===== src/rtl/exu_posu_sched_pkg.sv =====
// Shared types for the posit-unit scheduler: opcode, scheduler state and the NaR encoding.
package veer_types;
  typedef enum logic [1:0] {ADD = 2'b00, SUB = 2'b01, MUL = 2'b10, DIV = 2'b11} posu_op_e;
  typedef enum logic [2:0] {IDLE, ISSUE, WAIT, DRAIN, DRAIN_WB, WB} posu_sched_state_e;
  localparam logic [31:0] POSIT_NAR = 32'h8000_0000;
endpackage


===== src/rtl/exu_posu_sched_if.sv =====
// Issue, unit and writeback signals of the posit scheduler; slave is the scheduler's view.
interface exu_posu_sched_if #(parameter int TAG_W = 5);
  logic             req_valid;
  logic [1:0]       req_op;
  logic [31:0]      req_a, req_b;
  logic [TAG_W-1:0] req_tag;
  logic             req_ready, posu_stall, flush;
  logic [31:0]      unit_in1, unit_in2;
  logic             add_start, mul_start, div_start;
  logic             add_done, mul_done, div_done;
  logic [31:0]      add_out, mul_out, div_out;
  logic             wb_valid, wb_err, wb_ready;
  logic [31:0]      wb_data;
  logic [TAG_W-1:0] wb_tag;

  modport slave (
    input  req_valid, req_op, req_a, req_b, req_tag, flush,
           add_done, mul_done, div_done, add_out, mul_out, div_out, wb_ready,
    output req_ready, posu_stall, unit_in1, unit_in2, add_start, mul_start, div_start,
           wb_valid, wb_data, wb_tag, wb_err
  );
  modport master (
    output req_valid, req_op, req_a, req_b, req_tag, flush,
           add_done, mul_done, div_done, add_out, mul_out, div_out, wb_ready,
    input  req_ready, posu_stall, unit_in1, unit_in2, add_start, mul_start, div_start,
           wb_valid, wb_data, wb_tag, wb_err
  );
endinterface


===== src/rtl/exu_posu_sched_wdog.sv =====
// Watchdog for the WAIT state: cleared on issue, counts while enabled, flags the last cycle.
module exu_posu_wdog #(
  parameter int TIMEOUT_CYC = 64,
  parameter int CNT_W       = 7
) (
  input  logic clk,
  input  logic rst_l,
  input  logic clr_i,
  input  logic en_i,
  output logic expire_o
);
  localparam logic [CNT_W-1:0] LAST = CNT_W'(TIMEOUT_CYC - 1);

  logic [CNT_W-1:0] cnt_q, cnt_d;

  always_comb begin
    cnt_d = cnt_q;
    if (clr_i)     cnt_d = '0;
    else if (en_i) cnt_d = cnt_q + CNT_W'(1);
  end

  always_ff @(posedge clk or negedge rst_l) begin
    if (!rst_l) cnt_q <= '0;
    else        cnt_q <= cnt_d;
  end

  assign expire_o = en_i && (cnt_q == LAST);
endmodule


===== src/rtl/exu_posu_sched.sv =====
// Single-issue sequencer feeding the posit add/mul(/div) units with timeout and flush drain.
// Define POSU_DIV_EN to dispatch div ops to the divider; otherwise div returns NaR with error.
module exu_posu_sched
  import veer_types::*;
#(
  parameter int TAG_W       = 5,
  parameter int TIMEOUT_CYC = 64,
  parameter int CNT_W       = 7
) (
  input logic              clk,
  input logic              rst_l,
  exu_posu_sched_if.slave  bus
);
  posu_sched_state_e state_q;
  posu_op_e          op_q, req_op;
  logic [TAG_W-1:0]  tag_q;
  logic [31:0]       in1_q, in2_q, wb_data_q, sel_out;
  logic              add_start_q, mul_start_q, wb_valid_q, wb_err_q, late_q;
  logic              sel_done, wdog_exp, idle;

  assign req_op = posu_op_e'(bus.req_op);
  assign idle   = (state_q == IDLE);

  // Only the unit that owns the in-flight op may complete it.
  always_comb begin
    sel_done = 1'b0;
    sel_out  = bus.add_out;
    case (op_q)
      ADD, SUB: begin sel_done = bus.add_done; sel_out = bus.add_out; end
      MUL:      begin sel_done = bus.mul_done; sel_out = bus.mul_out; end
      default: begin
`ifdef POSU_DIV_EN
        sel_done = bus.div_done;
        sel_out  = bus.div_out;
`endif
      end
    endcase
  end

  exu_posu_wdog #(.TIMEOUT_CYC(TIMEOUT_CYC), .CNT_W(CNT_W)) u_wdog (
    .clk      (clk),
    .rst_l    (rst_l),
    .clr_i    (state_q == ISSUE),
    .en_i     (state_q == WAIT),
    .expire_o (wdog_exp)
  );

`ifdef POSU_DIV_EN
  logic div_start_q;
  assign bus.div_start = div_start_q;
`else
  logic unused_div;
  assign unused_div    = ^{bus.div_done, bus.div_out};
  assign bus.div_start = 1'b0;
`endif

  always_ff @(posedge clk or negedge rst_l) begin
    if (!rst_l) begin
      state_q     <= IDLE;
      op_q        <= ADD;
      tag_q       <= '0;
      in1_q       <= '0;
      in2_q       <= '0;
      add_start_q <= 1'b0;
      mul_start_q <= 1'b0;
`ifdef POSU_DIV_EN
      div_start_q <= 1'b0;
`endif
      wb_valid_q  <= 1'b0;
      wb_data_q   <= '0;
      wb_err_q    <= 1'b0;
      late_q      <= 1'b0;
    end else begin
      add_start_q <= 1'b0;
      mul_start_q <= 1'b0;
`ifdef POSU_DIV_EN
      div_start_q <= 1'b0;
`endif
      case (state_q)
        IDLE: if (bus.req_valid && !bus.flush) begin
          op_q  <= req_op;
          tag_q <= bus.req_tag;
          in1_q <= bus.req_a;
          in2_q <= (req_op == SUB) ? (32'd0 - bus.req_b) : bus.req_b;
`ifndef POSU_DIV_EN
          if (req_op == DIV) begin
            state_q    <= WB;
            wb_valid_q <= 1'b1;
            wb_data_q  <= POSIT_NAR;
            wb_err_q   <= 1'b1;
          end else
`endif
          begin
            state_q     <= ISSUE;
            add_start_q <= (req_op == ADD) || (req_op == SUB);
            mul_start_q <= (req_op == MUL);
`ifdef POSU_DIV_EN
            div_start_q <= (req_op == DIV);
`endif
          end
        end
        ISSUE: state_q <= bus.flush ? DRAIN : WAIT;
        WAIT: begin
          if (bus.flush) begin
            state_q <= DRAIN;
          end else if (sel_done) begin
            state_q    <= WB;
            wb_valid_q <= 1'b1;
            wb_data_q  <= sel_out;
            wb_err_q   <= 1'b0;
          end else if (wdog_exp) begin
            state_q    <= DRAIN_WB;
            wb_valid_q <= 1'b1;
            wb_data_q  <= POSIT_NAR;
            wb_err_q   <= 1'b1;
            late_q     <= 1'b0;
          end
        end
        DRAIN: if (sel_done) state_q <= IDLE;
        // The timed-out unit is still busy: leave only once both the result and its done are gone.
        DRAIN_WB: begin
          if (bus.flush || bus.wb_ready) wb_valid_q <= 1'b0;
          if (sel_done) late_q <= 1'b1;
          if ((!wb_valid_q || bus.flush || bus.wb_ready) && (late_q || sel_done))
            state_q <= IDLE;
        end
        WB: if (bus.flush || bus.wb_ready) begin
          wb_valid_q <= 1'b0;
          state_q    <= IDLE;
        end
        default: state_q <= IDLE;
      endcase
    end
  end

  assign bus.req_ready  = idle;
  assign bus.posu_stall = bus.req_valid & ~idle;
  assign bus.unit_in1   = in1_q;
  assign bus.unit_in2   = in2_q;
  assign bus.add_start  = add_start_q;
  assign bus.mul_start  = mul_start_q;
  assign bus.wb_valid   = wb_valid_q;
  assign bus.wb_data    = wb_data_q;
  assign bus.wb_tag     = tag_q;
  assign bus.wb_err     = wb_err_q;
endmodule

===== src/flat_wrapper.sv =====
// flat-port wrapper written by rule: the top's interface ports become plain ports
module exu_posu_sched_flat import veer_types::*;
#(
  parameter int TAG_W       = 5,
  parameter int TIMEOUT_CYC = 64,
  parameter int CNT_W       = 7
)
  (clk, rst_l, bus_req_valid, bus_req_op, bus_req_a, bus_req_b, bus_req_tag, bus_flush, bus_add_done, bus_mul_done, bus_div_done, bus_add_out, bus_mul_out, bus_div_out, bus_wb_ready, bus_req_ready, bus_posu_stall, bus_unit_in1, bus_unit_in2, bus_add_start, bus_mul_start, bus_div_start, bus_wb_valid, bus_wb_data, bus_wb_tag, bus_wb_err);
  exu_posu_sched_if #(.TAG_W(TAG_W)) bus_i ();
  input logic clk;
  input logic rst_l;
  input wire logic [$bits(bus_i.req_valid)-1:0] bus_req_valid;
  input wire logic [$bits(bus_i.req_op)-1:0] bus_req_op;
  input wire logic [$bits(bus_i.req_a)-1:0] bus_req_a;
  input wire logic [$bits(bus_i.req_b)-1:0] bus_req_b;
  input wire logic [$bits(bus_i.req_tag)-1:0] bus_req_tag;
  input wire logic [$bits(bus_i.flush)-1:0] bus_flush;
  input wire logic [$bits(bus_i.add_done)-1:0] bus_add_done;
  input wire logic [$bits(bus_i.mul_done)-1:0] bus_mul_done;
  input wire logic [$bits(bus_i.div_done)-1:0] bus_div_done;
  input wire logic [$bits(bus_i.add_out)-1:0] bus_add_out;
  input wire logic [$bits(bus_i.mul_out)-1:0] bus_mul_out;
  input wire logic [$bits(bus_i.div_out)-1:0] bus_div_out;
  input wire logic [$bits(bus_i.wb_ready)-1:0] bus_wb_ready;
  output wire logic [$bits(bus_i.req_ready)-1:0] bus_req_ready;
  output wire logic [$bits(bus_i.posu_stall)-1:0] bus_posu_stall;
  output wire logic [$bits(bus_i.unit_in1)-1:0] bus_unit_in1;
  output wire logic [$bits(bus_i.unit_in2)-1:0] bus_unit_in2;
  output wire logic [$bits(bus_i.add_start)-1:0] bus_add_start;
  output wire logic [$bits(bus_i.mul_start)-1:0] bus_mul_start;
  output wire logic [$bits(bus_i.div_start)-1:0] bus_div_start;
  output wire logic [$bits(bus_i.wb_valid)-1:0] bus_wb_valid;
  output wire logic [$bits(bus_i.wb_data)-1:0] bus_wb_data;
  output wire logic [$bits(bus_i.wb_tag)-1:0] bus_wb_tag;
  output wire logic [$bits(bus_i.wb_err)-1:0] bus_wb_err;
  assign bus_i.req_valid = bus_req_valid;
  assign bus_i.req_op = bus_req_op;
  assign bus_i.req_a = bus_req_a;
  assign bus_i.req_b = bus_req_b;
  assign bus_i.req_tag = bus_req_tag;
  assign bus_i.flush = bus_flush;
  assign bus_i.add_done = bus_add_done;
  assign bus_i.mul_done = bus_mul_done;
  assign bus_i.div_done = bus_div_done;
  assign bus_i.add_out = bus_add_out;
  assign bus_i.mul_out = bus_mul_out;
  assign bus_i.div_out = bus_div_out;
  assign bus_i.wb_ready = bus_wb_ready;
  assign bus_req_ready = bus_i.req_ready;
  assign bus_posu_stall = bus_i.posu_stall;
  assign bus_unit_in1 = bus_i.unit_in1;
  assign bus_unit_in2 = bus_i.unit_in2;
  assign bus_add_start = bus_i.add_start;
  assign bus_mul_start = bus_i.mul_start;
  assign bus_div_start = bus_i.div_start;
  assign bus_wb_valid = bus_i.wb_valid;
  assign bus_wb_data = bus_i.wb_data;
  assign bus_wb_tag = bus_i.wb_tag;
  assign bus_wb_err = bus_i.wb_err;
  exu_posu_sched #(.TAG_W(TAG_W), .TIMEOUT_CYC(TIMEOUT_CYC), .CNT_W(CNT_W)) u_core (.clk(clk), .rst_l(rst_l), .bus(bus_i));
endmodule

===== config.mk =====
export PLATFORM = sky130hd
export DESIGN_NAME = exu_posu_sched_flat
export DESIGN_NICKNAME = d
export VERILOG_FILES = /design/src/rtl/exu_posu_sched_pkg.sv /design/src/rtl/exu_posu_sched_if.sv /design/src/rtl/exu_posu_sched_wdog.sv /design/src/rtl/exu_posu_sched.sv /design/src/flat_wrapper.sv
export SDC_FILE = /design/constraint.sdc
export NUM_CORES = 1
export LEC_CHECK = 0
export ABC_AREA = 1
export ABC_CLOCK_PERIOD_IN_PS = 1700
export CORE_MARGIN = 2
export CORE_UTILIZATION = 37
export DETAILED_ROUTE_END_ITERATION = 8
export GPL_ROUTABILITY_DRIVEN = 0
export PLACE_DENSITY = 0.89
export RECOVER_POWER = 50
export SYNTH_ARGS = -nofsm -noshare
export SYNTH_HDL_FRONTEND = slang
export SYNTH_SLANG_ARGS = --single-unit

===== constraint.sdc =====
create_clock -name clk -period 1.7 [get_ports clk]
set_clock_uncertainty 0.05 [all_clocks]
set_input_delay 0.34 -clock clk [delete_from_list [all_inputs] [get_ports clk]]
set_output_delay 0.34 -clock clk [all_outputs]
set_load 0.05 [all_outputs]

==> reports/results.ini, run 1 <==
[synth]
yosys-top-cells-count=nand2_1, dfrtp_1, nor2_1
synth.most_common_cell=nand2_1
mappedNetlistArea_mm2=0.00594
syn_nets=922
synth.distinct_cells=34
synth_cells=745
yosysTopAreaCell=dfrtp_1
yosysSeqAreaShare_pct=49.7
ys_warn_count=0
syn_avg_cell_area_um2=7.97
async_reset_ff_share_pct=100
synth_area_leaders=dfrtp_1, nand2_1, mux2_2
synth_edf_count=0
synthFlopType=dfrtp_1
netlist.area_leader.share_pct=49.7
synth-seq-cells=118

[run]
maxCapViolCount=0

[worst_hold_path]
hp-start=bus_req_b[1]
hold_end=u_core.bus.unit_in2[1]
whs_path_depth=3
min_path_type=input pin to flop

[setup_path]
critPathLaunchType=flop
reg2reg_setup_slack_ns=0
path_class=flop to primary output
slowest_stage=dfrtp_1
path_common_cell=nor2_4
worstPathRequired_ns=1.31
cp_max_fo=5
crit_buf_inv=2
crit_chain=nor2_4 -> nand2_4 -> inv_4 -> nor2_4 -> buf_12
setup.worst_path.end_class=primary output
cp_top_family=flip-flops
arrival_ns=1.36
cp.depth=5
reg2reg_depth=7
r2r-start=u_core.state_q[0]
rr_endpoint=u_core.bus.unit_in2[2]
crit_path_max_incr_delay_ns=0.40

[global_routing]
grt_max_degree=54
grt_pass1_vias=5976
antenna_found_initial=0
grt_usage_pct=21.7
overflow=0
grt_pass1_wl_um=28700

[detailed_routing]
num_vias=6164
drc=0
vias_per_cell=4.79
drtPass1Iterations=5
drtIter0Drc=334
wirelength_um=19600
wire_per_inst_um=15.2
drtAntennaViolNets=0

[power_and_ir_drop]
finalPower_uw=17300
pwr-share-comb_pct=53.4
switchingPower_uw=8130
seq_power_share_pct=26.6
powerDensity_mw_per_mm2=1790
power_leakage_uw=0.00494
p_sw_share_pct=47.0
clockPowerShare_pct=20.0
peakVddDrop_mv=1.41
power.internal_uw=9190

[die]
io_pins=283
dieArea_mm2=0.0171
die_w_um=131
rows=46
start_util_pct=37.7
coreArea_mm2=0.0158
die_height_um=131

[layout]
multi_input_area_mm2=0.00279
fin_cells=1287
syn_to_final_growth_pct=63.1
drive_above_1_share_pct=26.4
nets=1236
final_cell_area_mm2=0.00969
diodes=0
regArea_mm2=0.00295
fill_cells=1347

[sta]
finalMaxSlewViolations=0
period_share_pct=103
final_hold_viol_count=0
holdWs_ns=0.222
setup_violations=3
max-slew-margin-rel_pct=55.4
max_freq_mhz=573
rsz0062_at_grt=true
worst_slack_ns=-0.0453
worstMarginPinSlew_ns=0.668
final.min_clock_period_ns=1.75

[clock_tree]
cts_root_buffer=clkbuf_16
cts_max_level=4
clkTransAtPathRegs_ns=0.05
cts.sinks=118
ctsLongestPathBuffers=2
cts_tree=done
numCtsBuffers=17
clk_latency_ns=0.41

[place]
place_area_mm2=0.00890
place_hpwl_um=14000
io_buffers=248
dp_cells=1239

[run_status]
violations=negative setup slack
status=complete, but fails checks

placed cells by master (no fill, tap or decap), types with 7 or more instances in the layout:
cell type / Yosys / final
buf_12: 0 / 11
nand3_1: 40 / 36
nor2_2: 2 / 7
buf_4: 1 / 134
mux2_2: 32 / 32
nand4_1: 11 / 11
nand2_2: 3 / 8
xnor2_1: 9 / 9
dfrtp_1: 118 / 118
clkdlybuf4s50_1: 0 / 135
clkbuf_16: 0 / 20
o21ai_0: 29 / 28
clkbuf_2: 0 / 29
inv_1: 42 / 37
nand2_1: 333 / 327
nor2_1: 55 / 46
xor2_1: 7 / 7
power by group through the flow:
stage	clock network (uW)	registers, uW	logic, uW
2_1_floorplan	0	8030	2320
3_3_place_gp	0	4590	9000
3_5_place_dp	0	4620	9180
4_1_cts	3530	4620	9300
5_1_grt	3650	4730	9810
6_report	3470	4610	9250
layer usage:
metal  global-route usage [%]  vias to the layer above  wire, um
li1                         -                     2992         -
met3                     6.64                       32      1740
met1                     24.5                     2871      7490
met4                     8.57                        0       391
met2                     38.5                      269      9980
met5                        0                        -         0
flip-flops by register name, summed over array words and instances (netlist names):
| name | count |
|---|---|
| u_core.bus.unit_in2 | 32 |
| u_core.state_q | 3 |
| u_core.late_q | 1 |
| u_core.op_q | 2 |
| u_core.bus.unit_in1 | 32 |
| u_core.u_wdog.cnt_q | 7 |
| u_core.bus.wb_tag | 5 |
| u_core.bus.wb_data | 32 |
| u_core.bus.add_start | 1 |
| u_core.bus.mul_start | 1 |
| u_core.bus.wb_err | 1 |
| u_core.bus.wb_valid | 1 |
per-stage QoR:
step	worst slack [ns]	utilization [%]	setup TNS [ns]
after CTS	-0.0543	60.7	-0.731
after floorplan	0.0385	-	0
after global routing	-0.120	61.4	-3.49
after detailed placement	-0.415	56.4	-24.34
after global placement	-0.359	56.4	-21.42
final	-0.0453	61.4	-0.0536
cells by family after synthesis:
family / after synthesis / share of synthesized area, %
simple gates: 458 / 31.7
flops: 118 / 49.7
buf+inv: 70 / 5.14
compound gates: 48 / 4.57
mux: 32 / 6.07
xor+xnor: 16 / 2.36
fa+ha+maj: 2 / 0.421
other cells: 1 / 0.0631
final cells by class:
class / count / share of cell area [%]
repair buffers: 323 / 30.4
multi-input cells: 557 / 28.8
inverters: 42 / 1.68
clock inverters: 10 / 1.08
clock buffers: 21 / 4.75
well taps: 216 / 2.79
flip-flops and latches: 118 / 30.5
timing repair:
| item | CTS | global route |
|---|---|---|
| hold buffers | 1 | 0 |
| buffers inserted | 5 | 6 |
| endpoints found under the setup margin | 32 | 92 |
| pin swaps | 6 | 12 |
| cloned | 1 | 4 |
| gates resized for setup | 8 | 32 |
| hold endpoints to repair | 23 | 0 |
worst register-to-register path, delay by kind of cell, from the launching register on:
family | cells | cell delay, ns
simple gates | 3 | 0.47
flops | 1 | 0.40
compound gates | 1 | 0.26
buf+inv | 3 | 0.42
worst max path at each step:
stage,end,from
final,bus_posu_stall,u_core.state_q[0]
after global placement,u_core.bus.unit_in2[26],bus_req_op[1]
after global routing,u_core.bus.wb_data[3],bus_flush
after floorplan,u_core.bus.wb_err,u_core.u_wdog.cnt_q[0]
after detailed placement,u_core.bus.unit_in2[26],bus_req_op[1]
after CTS,bus_posu_stall,u_core.state_q[2]
Note: power is estimated with default switching activity, not from simulation.
==> run 2, diff against run 1 <==
--- a/config.mk
+++ b/config.mk
@@ -8,5 +8,4 @@
 export ABC_AREA = 1
 export ABC_CLOCK_PERIOD_IN_PS = 1700
-export CORE_MARGIN = 2
 export CORE_UTILIZATION = 37
 export DETAILED_ROUTE_END_ITERATION = 8
==> constraint.sdc (replaced) <==
create_clock -name clk -period 1.7 [get_ports clk]
set_clock_uncertainty 0.05 [all_clocks]
set_input_delay 0.17 -clock clk [delete_from_list [all_inputs] [get_ports clk]]
set_output_delay 0.17 -clock clk [all_outputs]
set_load 0.05 [all_outputs]
==> run 2 against run 1 <==
  * The flow still finishes with violations (negative setup slack)
  * Total power fell by 1.0%
  * First-iteration DRC count decreased by 9.0%
  * Highest routed layer unchanged
  * Critical path type is now flop to flop
  * Sequential share of layout area up 0.63 points
  * Largest cell class unchanged
  * Critical path depth rose by 6
  * Setup slack worse by 0.027 ns
  * Final area down 2.0%
  * Worst hold slack improved by 0.018 ns
  * Non-clock buffer count down 7
==> reports/results.ini, run 2 (synthesis gave the netlist of run 1 again) <==
[clock_tree]
ctsLongestPathBuffers=2
cts_root_buffer=clkbuf_16
cts.sinks=118
clk_latency_ns=0.41
cts_tree=done
numCtsBuffers=17
clkTransAtPathRegs_ns=0.06
cts_max_level=4

[setup_path]
path_class=flop to flop
crit_chain=ha_2 -> nand3_4 -> nor2_4 -> nand3_2 -> nand3_2 -> nand3_4 -> nor2_4 -> buf_12 -> buf_16 -> nand2_2 -> nand2_1
reg2reg_setup_slack_ns=-0.07
crit_path_max_incr_delay_ns=0.35
r2r-start=u_core.u_wdog.cnt_q[1]
reg2reg_depth=11
worstPathRequired_ns=2.00
cp_max_fo=8
arrival_ns=2.07
slowest_stage=dfrtp_1
setup.worst_path.end_class=flop
critPathLaunchType=flop
rr_endpoint=u_core.bus.wb_data[21]
crit_buf_inv=2
cp_top_family=simple AND/OR/NAND/NOR gates

[power_and_ir_drop]
p_sw_share_pct=47.1
power.internal_uw=9080
powerDensity_mw_per_mm2=1810
switchingPower_uw=8070
pwr-share-comb_pct=51.7
seq_power_share_pct=26.6
power_leakage_uw=0.00475
peakVddDrop_mv=1.29
clockPowerShare_pct=21.7

[global_routing]
antenna_found_initial=0
grt_max_degree=45
grt_usage_pct=23.1
grt_pass1_wl_um=29500
overflow=0
grt_pass1_vias=6090

[place]
dpl_worst_slack_ns=-0.280
place_hpwl_um=13800
io_buffers=248

[detailed_routing]
num_vias=6139
wire_per_inst_um=14.7
drc=0
wirelength_um=18800
drtIter0Drc=304
drtAntennaViolNets=0
vias_per_cell=4.81
drtPass1Iterations=5

[layout]
fill_cells=1340
nets=1229
diodes=0
layout_common_cells=nand2_1, clkdlybuf4s50_1, dfrtp_1, buf_4, nor2_1
drive_above_1_share_pct=20.8
layout_commonest_cell=nand2_1
syn_to_final_growth_pct=59.8

[sta]
worst_slack_ns=-0.0718
max_freq_mhz=564
max-slew-margin-rel_pct=48.1
worstMarginPinSlew_ns=0.778
rsz0062_at_grt=true
setup_violations=34
period_share_pct=104
setup_tns_ns=-0.979
finalMaxSlewViolations=0
final_hold_viol_count=0
final.min_clock_period_ns=1.77

[run]
maxCapViolCount=0

[die]
coreArea_mm2=0.0154
die_height_um=129
start_util_pct=38.5
io_pins=283
die_w_um=129
rows=45
dieArea_mm2=0.0166

[worst_hold_path]
hold_end=u_core.bus.unit_in1[22]
whs_path_depth=3
min_path_type=input pin to flop
hp-start=bus_req_a[22]

[run_status]
violations=negative setup slack
status=complete, but fails checks

==> run 2: changes by cell type in the layout (fill, tap and decap cells not counted), sizes merged <==
| cell | change |
|---|---|
| clkdlybuf4s50 | +5 |
| bufinv | +1 |
| dlymetal6s2s | -5 |
| buf | -29 |
| clkbuf | +9 |
| clkinv | -1 |
| clkinvlp | +1 |
| dlygate4sd2 | +13 |
==> run 2: per-layer routing <==
| layer | global-route usage [%] | wire length (um) | part of all wire, % | vias to the layer above |
|---|---|---|---|---|
| met5 | 0 | 0 | 0 | - |
| met4 | 8.58 | 411 | 2.2 | 0 |
| met3 | 6.86 | 1570 | 8.3 | 33 |
| met2 | 41.4 | 9500 | 51 | 257 |
| met1 | 25.7 | 7280 | 39 | 2875 |
| li1 | - | - | - | 2974 |
==> run 2: per-stage QoR <==
step	util, %	total power [uW]	cell area [um2]	hold slack, ns	std cells
after global routing	61.5	18000	9490	0.230	1276
after detailed placement	57.3	13700	8840	0.0923	1230
after CTS	62.4	17500	9630	0.185	1275
after floorplan	-	10300	5940	-0.176	745
final	61.5	17100	9490	0.240	1276
after global placement	57.3	13500	8840	0.0914	1230
==> run 2: worst max path at each step <==
| stage | start | end | slack, ns | cells after the start |
|---|---|---|---|---|
| 2_1_floorplan | u_core.u_wdog.cnt_q[0] | u_core.bus.wb_err | 0.04 | 9 |
| 3_3_place_gp | bus_req_op[0] | u_core.bus.unit_in2[26] | -0.18 | 9 |
| 3_5_place_dp | bus_req_b[1] | u_core.bus.unit_in2[30] | -0.28 | 10 |
| 4_1_cts | u_core.u_wdog.cnt_q[1] | u_core.bus.wb_data[24] | -0.05 | 10 |
| 5_1_grt | u_core.u_wdog.cnt_q[1] | u_core.bus.wb_data[21] | -0.16 | 11 |
| 6_report | u_core.u_wdog.cnt_q[1] | u_core.bus.wb_data[21] | -0.07 | 11 |
==> run 2: timing repair <==
item                                    in CTS  in global routing
hold buffers                                 1                  0
hold endpoints to repair                    26                  0
endpoints found under the setup margin      46                 41
setup buffers                               10                  2
pin swaps                                    1                  9
gates resized for setup                     25                 13
cloned                                       2                  0
==> run 2: final cells by class <==
class	count	area (um2)	area share (%)
Timing Repair Buffer	316	2740	28.8
Sequential cell	118	2950	31.1
Clock inverter	11	149	1.57
Clock buffer	21	470	4.96
Inverter	42	158	1.66
Multi-Input combinational cell	557	2760	29.1
Tap cell	211	264	2.78
==> run 2: worst register-to-register path, stage by stage, from the launching register on <==
cell,delay (ns)
dfrtp_1,0.35
ha_2,0.22
nand3_4,0.09
nor2_4,0.13
nand3_2,0.10
nand3_2,0.10
nand3_4,0.09
nor2_4,0.21
buf_12,0.14
buf_16,0.12
nand2_2,0.05
nand2_1,0.06
==> run 2: power by group through the flow <==
stage               Combinational [uW]  Sequential (uW)  Clock [uW]
floorplan                         2310             8030           0
global placement                  8930             4550           0
detailed placement                9110             4580           0
CTS                               9190             4570        3780
global route                      9420             4690        3920
finish                            8870             4560        3710
==> run 3, diff against run 2 <==
--- a/constraint.sdc
+++ b/constraint.sdc
@@ -3,3 +3,3 @@
 set_input_delay 0.17 -clock clk [delete_from_list [all_inputs] [get_ports clk]]
 set_output_delay 0.17 -clock clk [all_outputs]
-set_load 0.05 [all_outputs]
+set_load 0.02 [all_outputs]
==> run 3 against run 2 <==
  * The flow still finishes with violations (negative setup slack)
  * Register-to-register slack got worse by 0.08 ns
  * Via count rose by 2.9%
  * Global-route usage rose by 0.36 points
  * Sequential share of layout area fell by 1.7 points
  * Count of clock-buffer cells in the layout fell by 2
  * Final cell count rose by 0.47%
==> reports/results.ini, run 3 (synthesis gave the netlist of run 1 again) <==
[setup_path]
worstPathRequired_ns=1.99
path_class=flop to flop
reg2reg_setup_slack_ns=-0.16
setup.worst_path.end_class=flop
timing.critical_path.to=u_core.bus.wb_data[4]
critPathLaunchType=flop
cp_max_fo=8
arrival_ns=2.15
rr_endpoint=u_core.bus.wb_data[4]
crit_start=u_core.state_q[1]
reg2reg_depth=9
r2r-start=u_core.state_q[1]

[place]
place_area_mm2=0.00913
place_hpwl_um=14200
dp_cells=1239
dpl_worst_slack_ns=-0.363
io_buffers=248

[layout]
drive_above_1_share_pct=17.6
final_cell_area_mm2=0.0101
multi_input_area_mm2=0.00284
layout_common_cells=nand2_1, clkdlybuf4s50_1, dfrtp_1, buf_4, nor2_1
diodes=0
fin_util_pct=65.1
layout_commonest_cell=nand2_1
fill_cells=1253
nets=1235
fin_cells=1282
syn_to_final_growth_pct=69.2
regArea_mm2=0.00295

[sta]
period_share_pct=109
max_freq_mhz=539
final.min_clock_period_ns=1.86
final_hold_viol_count=0
worstMarginPinSlew_ns=0.756
rsz0062_at_grt=true
setup_violations=33
finalMaxSlewViolations=0
holdWs_ns=0.244
worst_slack_ns=-0.156
max-slew-margin-rel_pct=49.6

[run_status]
violations=negative setup slack
status=complete, but fails checks

[clock_tree]
cts_tree=done
numCtsBuffers=17
clk_latency_ns=0.41
cts.sinks=118
ctsLongestPathBuffers=2
cts_root_buffer=clkbuf_16
clkTransAtPathRegs_ns=0.06
cts_max_level=4

[global_routing]
antenna_found_initial=0
grt_pass1_vias=6200
overflow=0
grt_max_degree=64
grt_usage_pct=23.4
grt_pass1_wl_um=29700

[power_and_ir_drop]
clockPowerShare_pct=24.2
switchingPower_uw=5840
power_leakage_uw=0.00483
p_sw_share_pct=36.1
powerDensity_mw_per_mm2=1610
peakVddDrop_mv=0.868
seq_power_share_pct=28.2
pwr-share-comb_pct=47.6
power.internal_uw=10300

[die]
die_height_um=129
dieArea_mm2=0.0166
die_w_um=129
coreArea_mm2=0.0154
start_util_pct=38.5
io_pins=283
rows=45

[detailed_routing]
wire_per_inst_um=15.5
drc=0
drtAntennaViolNets=0
drtIter0Drc=303
num_vias=6319
drtPass1Iterations=5
vias_per_cell=4.93
wirelength_um=19800

[run]
maxCapViolCount=0

[worst_hold_path]
min_path_type=input pin to flop

==> run 3: cell count changes in the layout (fill, tap and decap cells not counted), moves of 5 or more <==
cell	previous run	this run
clkdlybuf4s50_1	140	244
buf_4	110	55
clkbuf_1	37	4
nand2_1	326	300
nand2_2	9	30
dlygate4sd2_1	13	0
nand2_4	1	6
==> run 3: critical path, cell delays in order (launching register included) <==
cell and delay [ns]:
dfrtp_1 0.41, inv_1 0.12, nand2_4 0.13, nor2_1 0.09
nor3_4 0.22, nand3_4 0.13, nor2_4 0.27, clkbuf_16 0.23
nand2_1 0.06, nand2_1 0.06
==> run 3: power by group through the flow <==
stage          Sequential (uW)  Clock, uW  Combinational [uW]
2_1_floorplan             5770          0                2250
3_3_place_gp              4530          0                7000
3_5_place_dp              4560          0                7170
4_1_cts                   4560       3980                7520
5_1_grt                   4690       4120                8280
6_report                  4560       3920                7710
==> run 3: final cells by class <==
type,count,share of cell area [%]
multi-input combinational,557,28.3
timing repair buffer,322,31.7
clock buffer,19,4.41
sequential,118,29.4
clock inverter,13,2.03
inverter,42,1.57
tap,211,2.63
==> run 3: worst min path at each step <==
stage,start,endpoint,slack (ns),cells past startpoint
after floorplan,rst_l,u_core.bus.add_start,-0.18,0
after global placement,rst_l,u_core.bus.unit_in2[19],0.1,1
after detailed placement,rst_l,u_core.bus.unit_in2[19],0.1,1
after CTS,rst_l,u_core.bus.unit_in2[19],0.20,2
after global routing,bus_req_a[17],u_core.bus.unit_in1[17],0.24,3
final,bus_req_tag[4],u_core.bus.wb_tag[4],0.24,3
==> run 3: timing repair <==
item	in CTS	in global routing
hold endpoints to repair	45	0
setup buffers	1	4
pin swaps	1	13
gates cloned	2	3
hold buffers	1	0
endpoints found under the setup margin	34	42
resized for setup	12	45
==> run 3: stage by stage <==
step           total power [uW]  setup TNS [ns]
3_5_place_dp              11700           -8.10
3_3_place_gp              11500           -5.91
4_1_cts                   16100          -0.113
2_1_floorplan              8020               0
5_1_grt                   17100           -6.83
6_report                  16200           -4.09
==> run 3: per-layer routing <==
layer  share of wire [%]  GRT usage, %
met1                  37          25.3
met2                  50          41.9
met3                 9.4          7.53
met4                 3.3          10.1
met5                   0             0
